==> config.mk <==
export PLATFORM = sky130hd
export DESIGN_NAME = hydra_packet_router
export DESIGN_NICKNAME = d
export VERILOG_FILES = /design/src/rtl/hydra_pkg.sv /design/src/rtl/hydra_fifo.sv /design/src/rtl/hydra_packet_router.sv
export SDC_FILE = /design/constraint.sdc
export NUM_CORES = 2
export LEC_CHECK = 0
export ABC_CLOCK_PERIOD_IN_PS = 23900
export CORE_AREA = 2 2 388 390
export CTS_CLUSTER_SIZE = 12
export DETAILED_ROUTE_END_ITERATION = 8
export DIE_AREA = 0 0 390 392
export SLEW_MARGIN = 20
export SYNTH_ARGS = -nofsm -noshare
export SYNTH_HDL_FRONTEND = slang
export SYNTH_HIERARCHICAL = 1
export SYNTH_SLANG_ARGS = --single-unit
==> constraint.sdc <==
create_clock -name clk_i -period 23.9 [get_ports clk_i]
set_input_delay 2.39 -clock clk_i [delete_from_list [all_inputs] [get_ports clk_i]]
set_output_delay 2.39 -clock clk_i [all_outputs]
set_load 0.05 [all_outputs]
==> src/rtl/hydra_pkg.sv <==
// Shared types, constants and helpers for the hydra packet router.
package hydra_pkg;

  localparam int unsigned PKT_W_MAX = 256;
  localparam int unsigned CHIP_ID_W = 8;
  localparam logic [CHIP_ID_W-1:0] BROADCAST_ID = 8'hFF;

  // Packets are zero-extended to PKT_W_MAX so these helpers serve any router WIDTH.
  typedef logic [PKT_W_MAX-1:0] packet_t;

  function automatic logic [CHIP_ID_W-1:0] get_chip_id(input packet_t pkt,
                                                       input int unsigned lsb);
    return CHIP_ID_W'(pkt >> lsb);
  endfunction

  // Zero padding leaves parity unchanged, so the reduction covers the real bits only.
  function automatic logic odd_parity_ok(input packet_t pkt);
    return ^pkt;
  endfunction

endpackage

==> src/rtl/hydra_fifo.sv <==
// Synchronous FIFO with registered storage output (no fall-through) and async active-high reset.
module hydra_fifo #(
  parameter int unsigned Width = 64,
  parameter int unsigned Depth = 8
) (
  input  logic             clk_i,
  input  logic             reset_i,
  input  logic             push_i,
  input  logic [Width-1:0] data_i,
  input  logic             pop_i,
  output logic [Width-1:0] data_o,
  output logic             full_o,
  output logic             empty_o
);
  localparam int unsigned AW = $clog2(Depth);

  logic [Depth-1:0][Width-1:0] mem_q;
  logic [AW:0]                 wr_q, wr_d, rd_q, rd_d;
  logic                        do_push, do_pop;

  assign empty_o = (wr_q == rd_q);
  assign full_o  = (wr_q[AW] != rd_q[AW]) && (wr_q[AW-1:0] == rd_q[AW-1:0]);
  assign data_o  = mem_q[rd_q[AW-1:0]];
  assign do_push = push_i & ~full_o;
  assign do_pop  = pop_i & ~empty_o;

  always_comb begin
    wr_d = wr_q;
    rd_d = rd_q;
    if (do_push) wr_d = wr_q + 1'b1;
    if (do_pop)  rd_d = rd_q + 1'b1;
  end

  always_ff @(posedge clk_i or posedge reset_i) begin
    if (reset_i) begin
      mem_q <= '0;
      wr_q  <= '0;
      rd_q  <= '0;
    end else begin
      if (do_push) mem_q[wr_q[AW-1:0]] <= data_i;
      wr_q <= wr_d;
      rd_q <= rd_d;
    end
  end

endmodule

==> src/rtl/hydra_packet_router.sv <==
// Per-node packet router: round-robin ingress into up/down FIFOs, multicast egress with done bits.
// Optional HYDRA_PARITY_CHECK_EN: bad-parity ingress packets are accepted, dropped and counted.
module hydra_packet_router
  import hydra_pkg::*;
#(
  parameter int unsigned NUM_PORTS     = 4,
  parameter int unsigned WIDTH         = 64,
  parameter int unsigned FIFO_DEPTH    = 8,
  parameter int unsigned CHIP_ID_LSB   = 2,
  parameter int unsigned DROP_CNT_BITS = 16
) (
  input  logic                             clk_i,
  input  logic                             reset_i,
  input  logic [CHIP_ID_W-1:0]             chip_id_i,
  input  logic [NUM_PORTS-1:0]             upstream_mask_i,
  input  logic [NUM_PORTS-1:0][WIDTH-1:0]  rx_data_i,
  input  logic [NUM_PORTS-1:0]             rx_valid_i,
  output logic [NUM_PORTS-1:0]             rx_ready_o,
  output logic [NUM_PORTS-1:0][WIDTH-1:0]  tx_data_o,
  output logic [NUM_PORTS-1:0]             tx_valid_o,
  input  logic [NUM_PORTS-1:0]             tx_ready_i,
  input  logic [WIDTH-1:0]                 core_in_data_i,
  input  logic                             core_in_valid_i,
  output logic                             core_in_ready_o,
  output logic [WIDTH-1:0]                 core_out_data_o,
  output logic                             core_out_valid_o,
  input  logic                             core_out_ready_i,
  output logic [DROP_CNT_BITS-1:0]         drop_count_o
);
  localparam int unsigned NR_UP = NUM_PORTS + 1;
  localparam int unsigned UPW   = $clog2(NR_UP);
  localparam int unsigned DNW   = (NUM_PORTS > 1) ? $clog2(NUM_PORTS) : 1;
  localparam int unsigned DCW   = DROP_CNT_BITS + 1;

  // First requester at or after ptr in cyclic order; returns n when nobody requests.
  function automatic int unsigned rr_pick(input logic [NUM_PORTS:0] req, input int unsigned n,
                                          input int unsigned ptr);
    logic               found;
    int unsigned        idx;
    logic [NUM_PORTS:0] rot;
    found   = 1'b0;
    rr_pick = n;
    for (int unsigned k = 0; k < NR_UP; k++) begin
      idx = ptr + k;
      if (idx >= n) idx = idx - n;
      rot = req >> idx;
      if (!found && k < n && rot[0]) begin
        rr_pick = idx;
        found   = 1'b1;
      end
    end
  endfunction

  logic [UPW-1:0]           up_ptr_q, up_ptr_d;
  logic [DNW-1:0]           dn_ptr_q, dn_ptr_d;
  logic [NUM_PORTS-1:0]     up_done_q, up_done_d, up_vld, up_acc_out;
  logic [NUM_PORTS:0]       dn_done_q, dn_done_d, dn_vld, dn_acc_out, dn_tgt, dn_rdy;
  logic [NUM_PORTS:0]       up_req, dn_req;
  logic [DROP_CNT_BITS-1:0] drop_q, drop_d;
  logic [DCW-1:0]           drop_sum;
  logic [2:0]               drop_inc;
  int unsigned              up_win, dn_win;
  logic [WIDTH-1:0]         up_in, dn_in, up_head, dn_head;
  logic                     up_full, up_empty, dn_full, dn_empty;
  logic                     up_acc, dn_acc, up_par_ok, dn_par_ok, up_pop, dn_pop;
  logic [CHIP_ID_W-1:0]     dn_id;
  logic                     dn_bcast, dn_self;

  // Ingress: requests, grants and ready
  always_comb begin
    up_req = '0;
    dn_req = '0;
    for (int unsigned i = 0; i < NUM_PORTS; i++) begin
      up_req[i] = rx_valid_i[i] & ~upstream_mask_i[i];
      dn_req[i] = rx_valid_i[i] & upstream_mask_i[i];
    end
    up_req[NUM_PORTS] = core_in_valid_i;
  end

  assign up_win = rr_pick(up_req, NR_UP, 32'(up_ptr_q));
  assign dn_win = rr_pick(dn_req, NUM_PORTS, 32'(dn_ptr_q));
  assign up_acc = (up_win != NR_UP) & ~up_full & ~reset_i;
  assign dn_acc = (dn_win != NUM_PORTS) & ~dn_full & ~reset_i;

  always_comb begin
    up_in = core_in_data_i;
    dn_in = '0;
    for (int unsigned i = 0; i < NUM_PORTS; i++) begin
      if (up_win == i) up_in = rx_data_i[i];
      if (dn_win == i) dn_in = rx_data_i[i];
      rx_ready_o[i] = upstream_mask_i[i] ? (dn_acc && dn_win == i) : (up_acc && up_win == i);
    end
    core_in_ready_o = up_acc && (up_win == NUM_PORTS);
  end

`ifdef HYDRA_PARITY_CHECK_EN
  assign up_par_ok = odd_parity_ok(packet_t'(up_in));
  assign dn_par_ok = odd_parity_ok(packet_t'(dn_in));
`else
  assign up_par_ok = 1'b1;
  assign dn_par_ok = 1'b1;
`endif

  always_comb begin
    up_ptr_d = up_ptr_q;
    dn_ptr_d = dn_ptr_q;
    if (up_acc) up_ptr_d = (up_win == NR_UP - 1) ? '0 : UPW'(up_win + 1);
    if (dn_acc) dn_ptr_d = (dn_win == NUM_PORTS - 1) ? '0 : DNW'(dn_win + 1);
  end

  hydra_fifo #(.Width(WIDTH), .Depth(FIFO_DEPTH)) u_up_fifo (
    .clk_i  (clk_i),
    .reset_i(reset_i),
    .push_i (up_acc & up_par_ok),
    .data_i (up_in),
    .pop_i  (up_pop),
    .data_o (up_head),
    .full_o (up_full),
    .empty_o(up_empty)
  );

  hydra_fifo #(.Width(WIDTH), .Depth(FIFO_DEPTH)) u_down_fifo (
    .clk_i  (clk_i),
    .reset_i(reset_i),
    .push_i (dn_acc & dn_par_ok),
    .data_i (dn_in),
    .pop_i  (dn_pop),
    .data_o (dn_head),
    .full_o (dn_full),
    .empty_o(dn_empty)
  );

  // Egress: head is multicast; it pops once every target is done or accepting now
  assign up_vld     = {NUM_PORTS{~up_empty}} & upstream_mask_i & ~up_done_q;
  assign up_acc_out = up_vld & tx_ready_i;
  assign up_pop     = ~up_empty & (&(~upstream_mask_i | up_done_q | up_acc_out));
  assign up_done_d  = up_pop ? '0 : (up_done_q | up_acc_out);

  assign dn_id    = get_chip_id(packet_t'(dn_head), CHIP_ID_LSB);
  assign dn_bcast = (dn_id == BROADCAST_ID);
  assign dn_self  = (dn_id == chip_id_i);
  assign dn_tgt   = {dn_bcast | dn_self, (dn_bcast | ~dn_self) ? ~upstream_mask_i : '0};
  assign dn_rdy   = {core_out_ready_i, tx_ready_i};

  assign dn_vld     = {NR_UP{~dn_empty}} & dn_tgt & ~dn_done_q;
  assign dn_acc_out = dn_vld & dn_rdy;
  assign dn_pop     = ~dn_empty & (&(~dn_tgt | dn_done_q | dn_acc_out));
  assign dn_done_d  = dn_pop ? '0 : (dn_done_q | dn_acc_out);

  always_comb begin
    for (int unsigned i = 0; i < NUM_PORTS; i++) begin
      tx_valid_o[i] = upstream_mask_i[i] ? up_vld[i] : dn_vld[i];
      tx_data_o[i]  = upstream_mask_i[i] ? up_head : dn_head;
    end
  end

  assign core_out_valid_o = dn_vld[NUM_PORTS];
  assign core_out_data_o  = dn_head;

  // Drops: empty target sets plus parity rejects, saturating
  assign drop_inc = {2'b00, up_pop & ~|upstream_mask_i} + {2'b00, dn_pop & ~|dn_tgt}
                  + {2'b00, up_acc & ~up_par_ok} + {2'b00, dn_acc & ~dn_par_ok};
  assign drop_sum = {1'b0, drop_q} + DCW'(drop_inc);
  assign drop_d   = drop_sum[DROP_CNT_BITS] ? '1 : drop_sum[DROP_CNT_BITS-1:0];
  assign drop_count_o = drop_q;

  always_ff @(posedge clk_i or posedge reset_i) begin
    if (reset_i) begin
      up_ptr_q  <= '0;
      dn_ptr_q  <= '0;
      up_done_q <= '0;
      dn_done_q <= '0;
      drop_q    <= '0;
    end else begin
      up_ptr_q  <= up_ptr_d;
      dn_ptr_q  <= dn_ptr_d;
      up_done_q <= up_done_d;
      dn_done_q <= dn_done_d;
      drop_q    <= drop_d;
    end
  end

endmodule

== Word-level counts from Yosys, hierarchy flattened ==
Cells that the tools add are included.
Storage, ports and cells
  bits in read-only memories: 0
  bits in latches: 0
  input port bits: 344
  RAM bits: 0
  output and inout port bits: 346
  bits in registers: 1070
  word-level logic and storage cells: 234
  memories: 0
Cells by class
  add/sub/neg operators: 24
  bitwise logic cells: 48
  equal/unequal tests: 17
  order comparisons: 15
  reduce and logical (&&, ||, !) cells: 35
  muxes and demuxes: 61
  divide/modulo/power cells: 0
  shift operators: 9
  $mul: 0
Operator list (number)
  bitwise mux 512 bit: 2
  two-way mux 64 bit: 16
  two-way mux 32 bit: 18
  binary-select mux 64 bit (select 3 bit): 2
  demux 64 bit (select 3 bit): 2
  right shift 5 x 32 -> 1 bit: 5
  equality test 32 x 2 -> 1 bit (second input constant): 4
  right shift 4 x 32 -> 1 bit: 4
  equality test 32 x 1 -> 1 bit (second input constant): 2
  zero test 32 bit: 2
  inequality test 32 x 3 -> 1 bit (second input constant): 2
  equality test 32 x 3 -> 1 bit (second input constant): 1
  AND 1 bit: 20
  logical AND 1 bit: 20
  subtractor 4 x 3 -> 5 bit (second input constant): 4
  adder 16 x 2 -> 17 bit: 1
  adder 4 x 1 -> 4 bit (second input constant): 4
  >= comparator 4 x 3 -> 1 bit (second input constant): 4
  less-than comparator 3 x 4 -> 1 bit (second input constant): 4
  two-way mux 16 bit: 1
  subtractor 3 x 3 -> 4 bit (second input constant): 4
  AND 5 bit: 3
  two-way mux 1 bit: 15
  OR 5 bit: 3
  other kinds (32): 66

== Logic depth before layout (Yosys ltp) ==
  depth after elaboration: 22
  depth in mapped cells: 26
  depth with buffers taken out: 21

== By module ==
Netlist, hierarchy kept.
Modules (own cells, without submodules)
  hydra_fifo (u_up_fifo): cells each 1361, area an instance 23430.0 um^2, times used 1
  hydra_fifo (u_down_fifo): cells each 1360, area an instance 23411.2 um^2, times used 1
  hydra_packet_router: cells each 1721, area an instance 12361.9 um^2, times used 1

== Least setup slack after synthesis ==
Ideal clock, no wire load.
  path kind: input to output
  from: in upstream_mask_i[2]
  to: out rx_ready_o[1]
  slack: 14907 ps
  stages: 16
  required time: 21510 ps
  data arrival time: 6603 ps
  path buffers: 5
  cell sequence: clkbuf_1 > nand3b_1 > a21oi_1 > a2bb2oi_1 > o31ai_1 > and2_1 > buf_2 > buf_2 > nor3_1 > a211o_1 > a32oi_1 > ha_1 > inv_1 > clkbuf_1 > clkbuf_1 > o41ai_1
On the way
  cells in the longest elaborated chain, start to end: 21
  elaborated cells between the ends (all ways): 53
  those cells by class: eq/ne (4); shift (9); mux (17); bitwise (7); reduce/logical (16)
Ends and longest elaborated chain
  start, declared: line hydra_packet_router.sv:15  | input logic [NUM_PORTS-1:0] upstream_mask_i,
  inverter 1 bit: line hydra_packet_router.sv:74  | up_req[i] = rx_valid_i[i] & ~upstream_mask_i[i];
  AND 1 bit: line hydra_packet_router.sv:74
  right shift 5 x 32 -> 1 bit: line hydra_packet_router.sv:46  | rot = req >> idx;
  two-way mux 1 bit: line hydra_packet_router.sv:47  | if (!found && k < n && rot[0]) begin
  zero test 1 bit: line hydra_packet_router.sv:47
  logical AND 1 bit: line hydra_packet_router.sv:47
  two-way mux 1 bit: line hydra_packet_router.sv:47
  zero test 1 bit: line hydra_packet_router.sv:47
  [4 not listed]
  two-way mux 1 bit: line hydra_packet_router.sv:47
  zero test 1 bit: line hydra_packet_router.sv:47
  logical AND 1 bit: line hydra_packet_router.sv:47
  two-way mux 32 bit: line hydra_packet_router.sv:47
  inequality test 32 x 3 -> 1 bit: line hydra_packet_router.sv:82  | assign up_acc = (up_win != NR_UP) & ~up_full & ~reset_i;
  AND 1 bit (2 in a row): line hydra_packet_router.sv:82
  logical AND 1 bit: line hydra_packet_router.sv:91  | rx_ready_o[i] = upstream_mask_i[i] ? (dn_acc && dn_win == i) : (up_acc && up_win == i);
  two-way mux 1 bit (*): line hydra_packet_router.sv:91
  end, declared: line hydra_packet_router.sv:18  | output logic [NUM_PORTS-1:0] rx_ready_o,
Every way passes the cells marked *; elsewhere a longest branch is shown, timed or not.

== Final worst setup path ==
  from: in rx_valid_i[0]
  to: out rx_ready_o[1]
On the way
  cells in the longest elaborated chain, start to end: 20
  elaborated cells between the ends (all ways): 52
  those cells by class: eq/ne (4); shift (9); mux (17); bitwise (6); reduce/logical (16)
Ends and longest elaborated chain
  start, declared: line hydra_packet_router.sv:17  | input logic [NUM_PORTS-1:0] rx_valid_i,
  AND 1 bit: line hydra_packet_router.sv:74
  right shift 5 x 32 -> 1 bit: line hydra_packet_router.sv:46
  two-way mux 1 bit: line hydra_packet_router.sv:47
  zero test 1 bit: line hydra_packet_router.sv:47
  logical AND 1 bit: line hydra_packet_router.sv:47
  two-way mux 1 bit: line hydra_packet_router.sv:47
  zero test 1 bit: line hydra_packet_router.sv:47
  logical AND 1 bit: line hydra_packet_router.sv:47
  [3 not listed]
  two-way mux 1 bit: line hydra_packet_router.sv:47
  zero test 1 bit: line hydra_packet_router.sv:47
  logical AND 1 bit: line hydra_packet_router.sv:47
  two-way mux 32 bit: line hydra_packet_router.sv:47
  inequality test 32 x 3 -> 1 bit: line hydra_packet_router.sv:82
  AND 1 bit (2 in a row): line hydra_packet_router.sv:82
  logical AND 1 bit: line hydra_packet_router.sv:91
  two-way mux 1 bit (*): line hydra_packet_router.sv:91
Marks and branches as above.

==> results.md <==
- Status: finished, final reports clean
- Synthesized Nets: 4818
- Initial Util: 39.8%
- Worst skew pair latency: 0.72 ns
- Yosys reg bits: 1070
- Worst Tran Pin Value: 1.17 ns
- Drt total wl: 213 mm
- Element type at the critical path end: primary output
- Initial antenna violation count: 23
- Area of the mapped netlist: 0.0592 mm²
- Synth cell types: 84
- Worst hold path depth: 1
- HPWL after detailed placement: 144 mm
- H-tree levels: 3
- Reg2Reg Depth: 21
- CTS Hold Bufs: 0
- Clock net sink count: 1070
- Pin count of the biggest net entering global routing: 184
- Avg Synthesized Cell Area: 13.3 µm²
- Min setup slack post-route: 13.91 ns
- DIE AREA: 0.153 mm²
- Seq/Total Area, Yosys: 45.2%
- Starting DRT DRC Count: 3596
- Routed len/inst: 30.5 µm
- Num CTS Buffers: 116
- Warnings, synthesis: 6
- Vias/cell: 6.09
- Port-buffer cells: 689
- Final hold vios: 0
- Final setup viols: 0
- Worst slack at placement: 13.99 ns
- Post-route minimum period: 9.99 ns
- CP Launch Type: input pin
- Final core utilization: 48.1%
- EDFF count, synth: 0
- RSZ-0062 raised after global routing: false
- Main synth FF type: dfrtp_1
- Worst Path Required: 21.51 ns
- Largest cells by area after synthesis: dfrtp_1, mux2_2, mux4_2
- Worst-path clk slew: 0.06 ns
- IO Pins: 690
- Die width: 390 µm
- Most common cell after layout, fill and taps aside: mux2_2
- Site row count: 142
- Max-cap violation count: 0
- Global-route wire length before repair: 307 mm
- Setup_tns: 0 ns
- Most area-hungry cell type in the Yosys netlist: dfrtp_1
- Fillers: 13102
- Synthesis-to-finish area growth: 20.9%
- Total GRT Usage: 27.4%
- HP Class: register to register
- Fin crit share: 41.8%
- CTS resizes: 0
- Max Slew Vio Count: 0
- Ys async rst share: 100%
- First-pass DRT Iterations: 6
- Vias in the first global route: 43077
- Most frequent cells in the layout: mux2_2, dfrtp_1, clkdlybuf4s50_1
- Top cell type's share of synthesized area: 45.2%
- Critical path arrival: 7.60 ns
- Setup Skew: 0.0433 ns
- Worst Path Max Fanout: 31
- Final Wtd Congestion: 0.922
- Die height: 392 µm
- Clk buf depth: 3
- Detailed-route via count: 42545
- Root buffer cell: clkbuf_16
- Setup Crit Path Kind: input pin to primary output
- CTS tree: built
- Setup repair bufs after CTS: 0
- Post-route ant nets: 0
- Core ar.: 0.149 mm²
- Fmax: 100 MHz
- Proportion of layout cells with a drive suffix above 1: 39.8%
- Grt total ovfl: 0
- DRC Markers: 0
- Syn Inst Count: 4442
- Max-slew headroom at the worst pin: 21.7%
- Nets: 5318
-- critical path, cell delays in order --
cell             delay [ns]
clkdlybuf4s50_1        0.54
nor2b_1                0.23
a311oi_1               0.33
a2bb2oi_1              0.12
o31ai_1                0.34
and2_4                 0.56
nor3_1                 0.11
a211o_1                0.29
a32oi_1                0.31
ha_1                   0.28
clkinv_2               0.32
o41ai_1                0.82
clkdlybuf4s50_1        0.96
-- synth_stat cells, types with 4 or more instances --
library cell / count
nor4_1: 6
a221o_1: 64
buf_1: 25
xnor2_1: 25
nor3b_1: 6
nor4b_1: 5
nand3_1: 27
a31oi_1: 71
dfrtp_1: 1070
o211a_1: 4
buf_4: 12
a311o_1: 63
nor2_1: 173
and2_1: 7
buf_2: 144
mux4_2: 256
and3_1: 11
mux2_4: 120
mux2i_1: 4
o211ai_1: 6
clkbuf_1: 192
xor2_1: 24
o21ai_0: 134
o31ai_1: 67
nand4_1: 13
a211oi_1: 5
mux2_2: 1297
and3b_1: 6
buf_6: 17
o41ai_1: 5
o21ai_1: 14
a211o_1: 4
ha_1: 30
nand3b_1: 6
nand2_1: 174
nor2b_1: 12
a41oi_1: 63
a21o_1: 5
inv_1: 30
nand2b_1: 13
nor3_1: 77
o221ai_1: 64
a21oi_1: 21
-- per-stage QoR --
step / instances / hold WS [ns] / cell area (µm²)
after floorplan: 4442 / 0.454 / 59200
after global placement: 6768 / 0.470 / 67600
after detailed placement: 6768 / 0.475 / 67600
after CTS: 6975 / 0.487 / 71500
after global routing: 6976 / 0.503 / 71600
final: 6983 / 0.486 / 71600
-- metal layers --
| layer | vias up | wire [µm] | global-route usage [%] |
|---|---|---|---|
| met5 | - | 150 | 0 |
| met4 | 20 | 8060 | 10.0 |
| met3 | 356 | 15900 | 5.61 |
| met2 | 1786 | 99000 | 44.3 |
| met1 | 22381 | 90100 | 36.5 |
| li1 | 18002 | - | - |
-- logic make-up after synthesis --
| kind of cell | Yosys count | share of synthesized area, % |
|---|---|---|
| mux | 1677 | 37.5 |
| flops | 1070 | 45.2 |
| compound gates | 628 | 8.07 |
| simple gates | 560 | 4.41 |
| buf+inv | 424 | 3.29 |
| xor+xnor | 51 | 0.780 |
| fa+ha+maj | 32 | 0.702 |
-- final timing paths --
check	start	endpoint	slack, ns
worst max-delay path	rx_valid_i[0]	rx_ready_o[1]	13.91
worst min-delay path	u_up_fifo/rd_q[3]	u_up_fifo/rd_q[3]	0.49
worst max register to register	up_ptr_q[1]	u_up_fifo/mem_q[380]	15.59
worst min register to register	u_up_fifo/rd_q[3]	u_up_fifo/rd_q[3]	0.49
max in group asynchronous	reset_i	u_up_fifo/mem_q[479]	18.45
min in group asynchronous	reset_i	dn_ptr_q[0]	2.43
-- sequential cells by signal, indices dropped and copies added (netlist names) --
name,count
dn_done_q,5
up_done_q,4
up_ptr_q,3
u_down_fifo/rd_q,4
u_up_fifo/mem_q,512
u_up_fifo/rd_q,4
dn_ptr_q,2
u_up_fifo/wr_q,4
u_down_fifo/wr_q,4
drop_count_o,16
u_down_fifo/mem_q,512
-- area by class of cell --
cell class	count	area (µm²)	share of cell area [%]
Tap cell	1944	2430	3.40
Clock buffer	173	3410	4.76
Timing Repair Buffer	773	7560	10.6
Inverter	33	141	0.198
Antenna cell	8	20.0	0.0280
Clock inverter	34	528	0.738
Multi-Input combinational cell	2948	30700	42.9
Sequential cell	1070	26800	37.4
Power is not shown: default switching activity piles up to over one toggle a cycle in this logic, so the estimate is an artifact.
